[config.mk]
export PLATFORM = sky130hd
export DESIGN_NAME = frame_wr_ctrl_flat
export DESIGN_NICKNAME = d
export VERILOG_FILES = /design/src/rtl/frame_wr_ctrl_if.sv /design/src/rtl/frame_wr_ctrl.sv /design/src/flat_wrapper.sv
export SDC_FILE = /design/constraint.sdc
export NUM_CORES = 1
export LEC_CHECK = 0
export BUFFER_PORTS_ARGS = -buffer_cell sky130_fd_sc_hd__buf_2
export CAP_MARGIN = 0
export CORE_UTILIZATION = 50
export DETAILED_ROUTE_END_ITERATION = 6
export PLACE_DENSITY_LB_ADDON = 0.12
export SLEW_MARGIN = 20
export SYNTH_ARGS = -nofsm -noshare
export SYNTH_HDL_FRONTEND = slang
export SYNTH_SLANG_ARGS = --single-unit
[constraint.sdc]
create_clock -name clock -period 4.6 [get_ports clock]
set_input_delay 0.69 -clock clock [delete_from_list [all_inputs] [get_ports clock]]
set_output_delay 0.69 -clock clock [all_outputs]
set_load 0.02 [all_outputs]
[src/rtl/frame_wr_ctrl_if.sv]
// frame_wr_ctrl_if: burst command handshake between the
// frame write scheduler (master) and the AXI write engine (slave).
interface frame_wr_ctrl_if;
    logic        valid;
    logic        ready;
    logic [31:0] addr;
    logic [8:0]  len;
    logic        done;

    modport master (
        output valid, addr, len,
        input  ready, done
    );

    modport slave (
        input  valid, addr, len,
        output ready, done
    );
endinterface

[src/rtl/frame_wr_ctrl.sv]
// frame_wr_ctrl: video write-side burst scheduler with frame-buffer rotation.
// Define FRAME_SKIP_EN to skip the buffer currently held by the read side.
module frame_wr_ctrl #(
    parameter int          NUM_FB         = 3,
    parameter logic [31:0] FB_BASE        = 32'h0,
    parameter logic [31:0] FB_STRIDE      = 32'h0080_0000,
    parameter int          BYTES_PER_BEAT = 8,
    parameter int          PIX_PER_BEAT   = 2,
    parameter int          BURST_LEN      = 16,
    parameter int          FIFO_AW        = 9,
    parameter int          AF_MARGIN      = 32
) (
    input  logic             clock,
    input  logic             rst_n,
    input  logic             enable,
    input  logic [15:0]      vactive,
    input  logic [15:0]      hactive,
    input  logic             falign,
    input  logic             ealign,
    input  logic             odata_vld,
    input  logic [FIFO_AW:0] fifo_count,
    input  logic [1:0]       rd_frame_index,
    frame_wr_ctrl_if.master  cmd,
    output logic             fifo_almost_full,
    output logic             fifo_flush,
    output logic [1:0]       wr_frame_index,
    output logic             frame_done,
    output logic             frame_err
);

    localparam int          BEAT_SH = $clog2(BYTES_PER_BEAT);
    localparam int          PIX_SH  = $clog2(PIX_PER_BEAT);
    localparam logic [31:0] AF_TH   = 32'(2**FIFO_AW - AF_MARGIN);
    localparam logic [1:0]  LAST_FB = 2'(NUM_FB - 1);

    typedef enum logic [2:0] {
        IDLE, WAIT_FRAME, WAIT_DATA, ISSUE,
        WAIT_DONE, FRAME_END, ABORT
    } state_t;

    state_t      state;
    logic [1:0]  nxt_fb;
    logic [31:0] remaining;
    logic [31:0] addr;

    logic        start;
    logic [1:0]  sel_fb;
    logic [31:0] prod;
    logic [32:0] rnd;
    logic [31:0] beats;
    logic [31:0] fb_addr;
    logic [8:0]  nlen;
    logic        data_ok;
    logic        unused_in;

    function automatic logic [1:0] fb_inc(input logic [1:0] i);
        return (i >= LAST_FB) ? 2'd0 : i + 2'd1;
    endfunction

    assign start = falign & odata_vld;

    always_comb begin
        sel_fb = nxt_fb;
`ifdef FRAME_SKIP_EN
        if (NUM_FB >= 3 && sel_fb == rd_frame_index)
            sel_fb = fb_inc(sel_fb);
`endif
    end

`ifdef FRAME_SKIP_EN
    assign unused_in = ealign;
`else
    assign unused_in = ^{rd_frame_index, ealign};
`endif

    assign prod    = 32'(hactive) * 32'(vactive);
    assign rnd     = {1'b0, prod} + 33'(PIX_PER_BEAT - 1);
    assign beats   = 32'(rnd >> PIX_SH);
    assign fb_addr = FB_BASE + 32'(sel_fb) * FB_STRIDE;
    assign nlen    = (remaining < 32'(BURST_LEN)) ?
                     remaining[8:0] : 9'(BURST_LEN);
    assign data_ok = 32'(fifo_count) >= 32'(nlen);

    always_ff @(posedge clock or negedge rst_n) begin
        if (!rst_n) begin
            state            <= IDLE;
            nxt_fb           <= '0;
            remaining        <= '0;
            addr             <= '0;
            cmd.valid        <= 1'b0;
            cmd.addr         <= '0;
            cmd.len          <= '0;
            fifo_almost_full <= 1'b0;
            fifo_flush       <= 1'b0;
            wr_frame_index   <= '0;
            frame_done       <= 1'b0;
            frame_err        <= 1'b0;
        end else begin
            frame_done       <= 1'b0;
            frame_err        <= 1'b0;
            fifo_flush       <= 1'b0;
            fifo_almost_full <= 32'(fifo_count) >= AF_TH;
            unique case (state)
                IDLE: begin
                    if (enable) state <= WAIT_FRAME;
                end
                WAIT_FRAME: begin
                    if (!enable) begin
                        state <= IDLE;
                    end else if (start) begin
                        wr_frame_index <= sel_fb;
                        nxt_fb         <= fb_inc(sel_fb);
                        addr           <= fb_addr;
                        remaining      <= beats;
                        if (beats == 0) begin
                            frame_done <= 1'b1;
                            state      <= FRAME_END;
                        end else begin
                            state <= WAIT_DATA;
                        end
                    end
                end
                WAIT_DATA: begin
                    if (start) begin
                        frame_err  <= 1'b1;
                        fifo_flush <= 1'b1;
                        state      <= WAIT_FRAME;
                    end else if (data_ok) begin
                        cmd.valid <= 1'b1;
                        cmd.addr  <= addr;
                        cmd.len   <= nlen;
                        state     <= ISSUE;
                    end
                end
                ISSUE: begin
                    if (cmd.ready) begin
                        cmd.valid <= 1'b0;
                        remaining <= remaining - 32'(cmd.len);
                        addr      <= addr + (32'(cmd.len) << BEAT_SH);
                        frame_err <= start;
                        state     <= start ? ABORT : WAIT_DONE;
                    end else if (start) begin
                        // nothing in flight yet: withdraw and flush at once
                        cmd.valid  <= 1'b0;
                        frame_err  <= 1'b1;
                        fifo_flush <= 1'b1;
                        state      <= WAIT_FRAME;
                    end
                end
                WAIT_DONE: begin
                    if (start) begin
                        frame_err <= 1'b1;
                        if (cmd.done) begin
                            fifo_flush <= 1'b1;
                            state      <= WAIT_FRAME;
                        end else begin
                            state <= ABORT;
                        end
                    end else if (cmd.done) begin
                        if (remaining == 0) begin
                            frame_done <= 1'b1;
                            state      <= FRAME_END;
                        end else begin
                            state <= WAIT_DATA;
                        end
                    end
                end
                FRAME_END: begin
                    state <= enable ? WAIT_FRAME : IDLE;
                end
                ABORT: begin
                    frame_err <= start;
                    if (cmd.done) begin
                        fifo_flush <= 1'b1;
                        state      <= WAIT_FRAME;
                    end
                end
                default: state <= IDLE;
            endcase
        end
    end

endmodule

[src/flat_wrapper.sv]
// flat-port wrapper written by rule: the top's interface ports become plain ports
module frame_wr_ctrl_flat 
#(
    parameter int          NUM_FB         = 3,
    parameter logic [31:0] FB_BASE        = 32'h0,
    parameter logic [31:0] FB_STRIDE      = 32'h0080_0000,
    parameter int          BYTES_PER_BEAT = 8,
    parameter int          PIX_PER_BEAT   = 2,
    parameter int          BURST_LEN      = 16,
    parameter int          FIFO_AW        = 9,
    parameter int          AF_MARGIN      = 32
)
  (clock, rst_n, enable, vactive, hactive, falign, ealign, odata_vld, fifo_count, rd_frame_index, fifo_almost_full, fifo_flush, wr_frame_index, frame_done, frame_err, cmd_valid, cmd_addr, cmd_len, cmd_ready, cmd_done);
  frame_wr_ctrl_if cmd_i ();
  input  logic clock;
  input  logic rst_n;
  input  logic enable;
  input  logic [15:0] vactive;
  input  logic [15:0] hactive;
  input  logic falign;
  input  logic ealign;
  input  logic odata_vld;
  input  logic [FIFO_AW:0] fifo_count;
  input  logic [1:0] rd_frame_index;
  output logic fifo_almost_full;
  output logic fifo_flush;
  output logic [1:0] wr_frame_index;
  output logic frame_done;
  output logic frame_err;
  output wire logic [$bits(cmd_i.valid)-1:0] cmd_valid;
  output wire logic [$bits(cmd_i.addr)-1:0] cmd_addr;
  output wire logic [$bits(cmd_i.len)-1:0] cmd_len;
  input wire logic [$bits(cmd_i.ready)-1:0] cmd_ready;
  input wire logic [$bits(cmd_i.done)-1:0] cmd_done;
  assign cmd_valid = cmd_i.valid;
  assign cmd_addr = cmd_i.addr;
  assign cmd_len = cmd_i.len;
  assign cmd_i.ready = cmd_ready;
  assign cmd_i.done = cmd_done;
  frame_wr_ctrl #(.NUM_FB(NUM_FB), .FB_BASE(FB_BASE), .FB_STRIDE(FB_STRIDE), .BYTES_PER_BEAT(BYTES_PER_BEAT), .PIX_PER_BEAT(PIX_PER_BEAT), .BURST_LEN(BURST_LEN), .FIFO_AW(FIFO_AW), .AF_MARGIN(AF_MARGIN)) u_core (.clock(clock), .rst_n(rst_n), .enable(enable), .vactive(vactive), .hactive(hactive), .falign(falign), .ealign(ealign), .odata_vld(odata_vld), .fifo_count(fifo_count), .rd_frame_index(rd_frame_index), .cmd(cmd_i), .fifo_almost_full(fifo_almost_full), .fifo_flush(fifo_flush), .wr_frame_index(wr_frame_index), .frame_done(frame_done), .frame_err(frame_err));
endmodule
==> impl_metrics.tcl <==
set metrics [dict create \
    final_cell_mix "nand2_1, buf_4, inv_1" \
    dieArea_sq_mm 0.0307 \
    worstPathMaxFanout 8 \
    worst_pin_slew_ps 786 \
    yosys_warnings 0 \
    critPathLaunchType "input port" \
    rrSetupSlack_ps 240 \
    synth_edf_count 0 \
    reg2reg_depth 18 \
    clock-sinks 111 \
    outcome "finished with violations" \
    grt_first_pass_wirelength_mm 64.6 \
    h-tree-depth 3 \
    fin_nets 2349 \
    path_cells "buf_8 > buf_12 > nand2_4 > fa_1 > fa_2 > inv_2 > ha_4 > inv_2 > fa_1 > fa_1 > fa_1 > inv_2 > ha_4 > or3_4 > o2111a_1 > a21boi_2 > buf_4 > a21boi_2 > nor3_2 > o2111ai_2 > nor4b_2 > and4_4 > a31oi_1 > o31ai_1" \
    gr-total-overflow 0 \
    place_congestion 0.861 \
    fp.dieH_um 175 \
    critPathLaunch "hactive[5]" \
    core-area_sq_mm 0.0296 \
    synth-seq-area-share_pct 18.5 \
    r2r-start "u_core.remaining[21]" \
    slew_violations 0 \
    grt_max_degree 48 \
    clkTransAtPathRegs_ps 80 \
    cts_made_buffers 9 \
    async_reset_ff_share_pct 100 \
    grt_pass1_vias 13499 \
    cts_tree "yes" \
    wirelength_mm 39.1 \
    relSlewSlack_pct 47.2 \
    antenna_cells 0 \
    antenna_found_initial 0 \
    timing.final.ws_setup_ps -1530 \
    finalClockSkew_ps 14.4 \
    start_util_pct 50.7 \
    endpoint_kind "flip-flop" \
    rsz0062_at_grt "yes" \
    wl_per_cell_um 16.6 \
    grt_use_total_pct 25.8 \
    failed_checks "setup timing" \
    final.min_clock_period_ps 6130 \
    max_cap_violations 0 \
    fp.dieW_um 175 \
    synth.avg_cell_area_sq_um 8.86 \
    dr.pass1.iters 6 \
    crit_type "input port to flip-flop" \
    ant_nets 0 \
    ys_ff_latch 111 \
    dp_hpwl_mm 29.8 \
    synth-main-ff-cell "dfrtp_1" \
    tns_ps -27490 \
    row_count 63 \
    slowest_delay_ps 590 \
    fin_crit_sh_pct 133 \
    ys_types 77 \
    via_per_inst 5.50 \
    num_io_pins 100 \
    area_growth_pct 30.3 \
    layout_commonest_cell "nand2_1" \
    finalSetupViolCount 30 \
    syn_inst 1692 \
    max_freq_ghz 0.163 \
    hp-class "input port to asynchronous set/reset pin" \
    portBuffers 93 \
    clockRootBuffer "clkbuf_16" \
    r2r_end "u_core.cmd.addr[22]" \
    syn_area_sq_mm 0.0150 \
    timing.critical_path.mode_cell "fa_1" \
    final-hold-violation-count 0 \
    vias 12964 \
    clk_path_buf_depth 2 \
    insertion_delay_ps 360 \
    crit_slowest_cell "fa_2" \
    drive_gt1_share_pct 30.7 \
    cp.arrival_ps 6400 \
    cp.required_ps 4870 \
    drtIter0Drc 730 \
    drcViolationCount 0 \
]
==> registers in the layout, summed over array words and instances, names as in the netlist <==
name and cells:
u_core.addr 29, u_core.cmd.addr 29, u_core.cmd.len 9, u_core.cmd.valid 1
u_core.fifo_almost_full 1, u_core.fifo_flush 1, u_core.frame_done 1, u_core.frame_err 1
u_core.nxt_fb 2, u_core.remaining 32, u_core.state 3, u_core.wr_frame_index 2
==> critical path: cells and delay by family <==
| family | cells | cell delay, ps |
|---|---|---|
| adders and majority gates | 7 | 3040 |
| and+or+nand+nor | 5 | 1200 |
| AOI/OAI and AO/OA | 6 | 930 |
| buffers and inverters | 6 | 520 |
==> worst max path at each step <==
stage	cells past startpoint	end	slack [ps]
after floorplan	21	u_core.state[1]	-1680
after global placement	20	u_core.state[1]	-2230
after detailed placement	20	u_core.state[1]	-2250
after CTS	24	u_core.state[0]	-1510
after global routing	21	u_core.state[0]	-1730
final	24	u_core.state[0]	-1530
==> final cells by class <==
class	count	area, sq um
Multi-Input combinational cell	1292	12300
Sequential cell	111	2780
Fill cell	2408	10000
Clock inverter	7	106
Tap cell	390	488
Clock buffer	9	225
Timing Repair Buffer	333	2840
Inverter	216	811
==> metrics by stage <==
step	cell area (sq um)	instances	hold slack [ps]	utilization [%]	setup slack, ps
after floorplan	15500	1697	394	-	-1680
after global placement	17400	2298	462	58.9	-2230
after detailed placement	17400	2298	468	58.9	-2250
after CTS	18600	2331	251	62.8	-1510
after global routing	19500	2358	270	66.1	-1730
final	19500	2358	252	66.1	-1530
==> cell usage after synthesis (9+ instances only) <==
| cell | n | area (sq um) |
|---|---|---|
| a21o_1 | 10 | 75.1 |
| nor2b_1 | 9 | 56.3 |
| mux2i_1 | 16 | 160 |
| nand3_1 | 29 | 145 |
| xnor2_1 | 29 | 254 |
| clkbuf_1 | 68 | 255 |
| and3_1 | 10 | 62.6 |
| nor3_1 | 22 | 110 |
| nand2_1 | 289 | 1080 |
| nand4_1 | 16 | 100 |
| a31oi_1 | 10 | 62.6 |
| fa_1 | 197 | 3940 |
| dfrtp_1 | 111 | 2780 |
| o21ai_0 | 75 | 375 |
| a21oi_1 | 63 | 315 |
| xor2_1 | 19 | 166 |
| nor2_1 | 77 | 289 |
| nor4_1 | 16 | 100 |
| mux2_2 | 30 | 338 |
| and2_1 | 98 | 613 |
| ha_1 | 137 | 1710 |
| inv_1 | 216 | 811 |
| o211ai_1 | 12 | 90.1 |
==> cells by family after synthesis <==
| family | Yosys count | share of synthesized area, % |
|---|---|---|
| fa+ha+maj | 334 | 37.8 |
| buf+inv | 294 | 7.56 |
| xor+xnor | 48 | 2.81 |
| compound gates | 254 | 10.9 |
| simple gates | 603 | 19.1 |
| other cells | 2 | 0.0501 |
| mux | 46 | 3.32 |
| flops | 111 | 18.5 |
==> metal layers <==
metal	part of all wire, %	track usage [%]	up-vias	wire, um
met5	0	0	-	0
met4	1.6	5.04	0	615
met3	4.1	2.76	56	1590
met2	50	45.1	312	19600
met1	44	34.6	6523	17300
li1	-	-	6073	-
==> what timing repair did <==
item / CTS / global route
resized for setup: 162 / 177
pin swaps: 77 / 102
endpoints found under the hold margin: 0 / 0
gates cloned: 0 / 4
setup buffers: 18 / 25
setup endpoints to repair: 30 / 66
hold buffers: 0 / 0
Power is left out: the tool's default activity adds up to more than one toggle a clock period on the data nets, which glitch-free logic cannot reach.
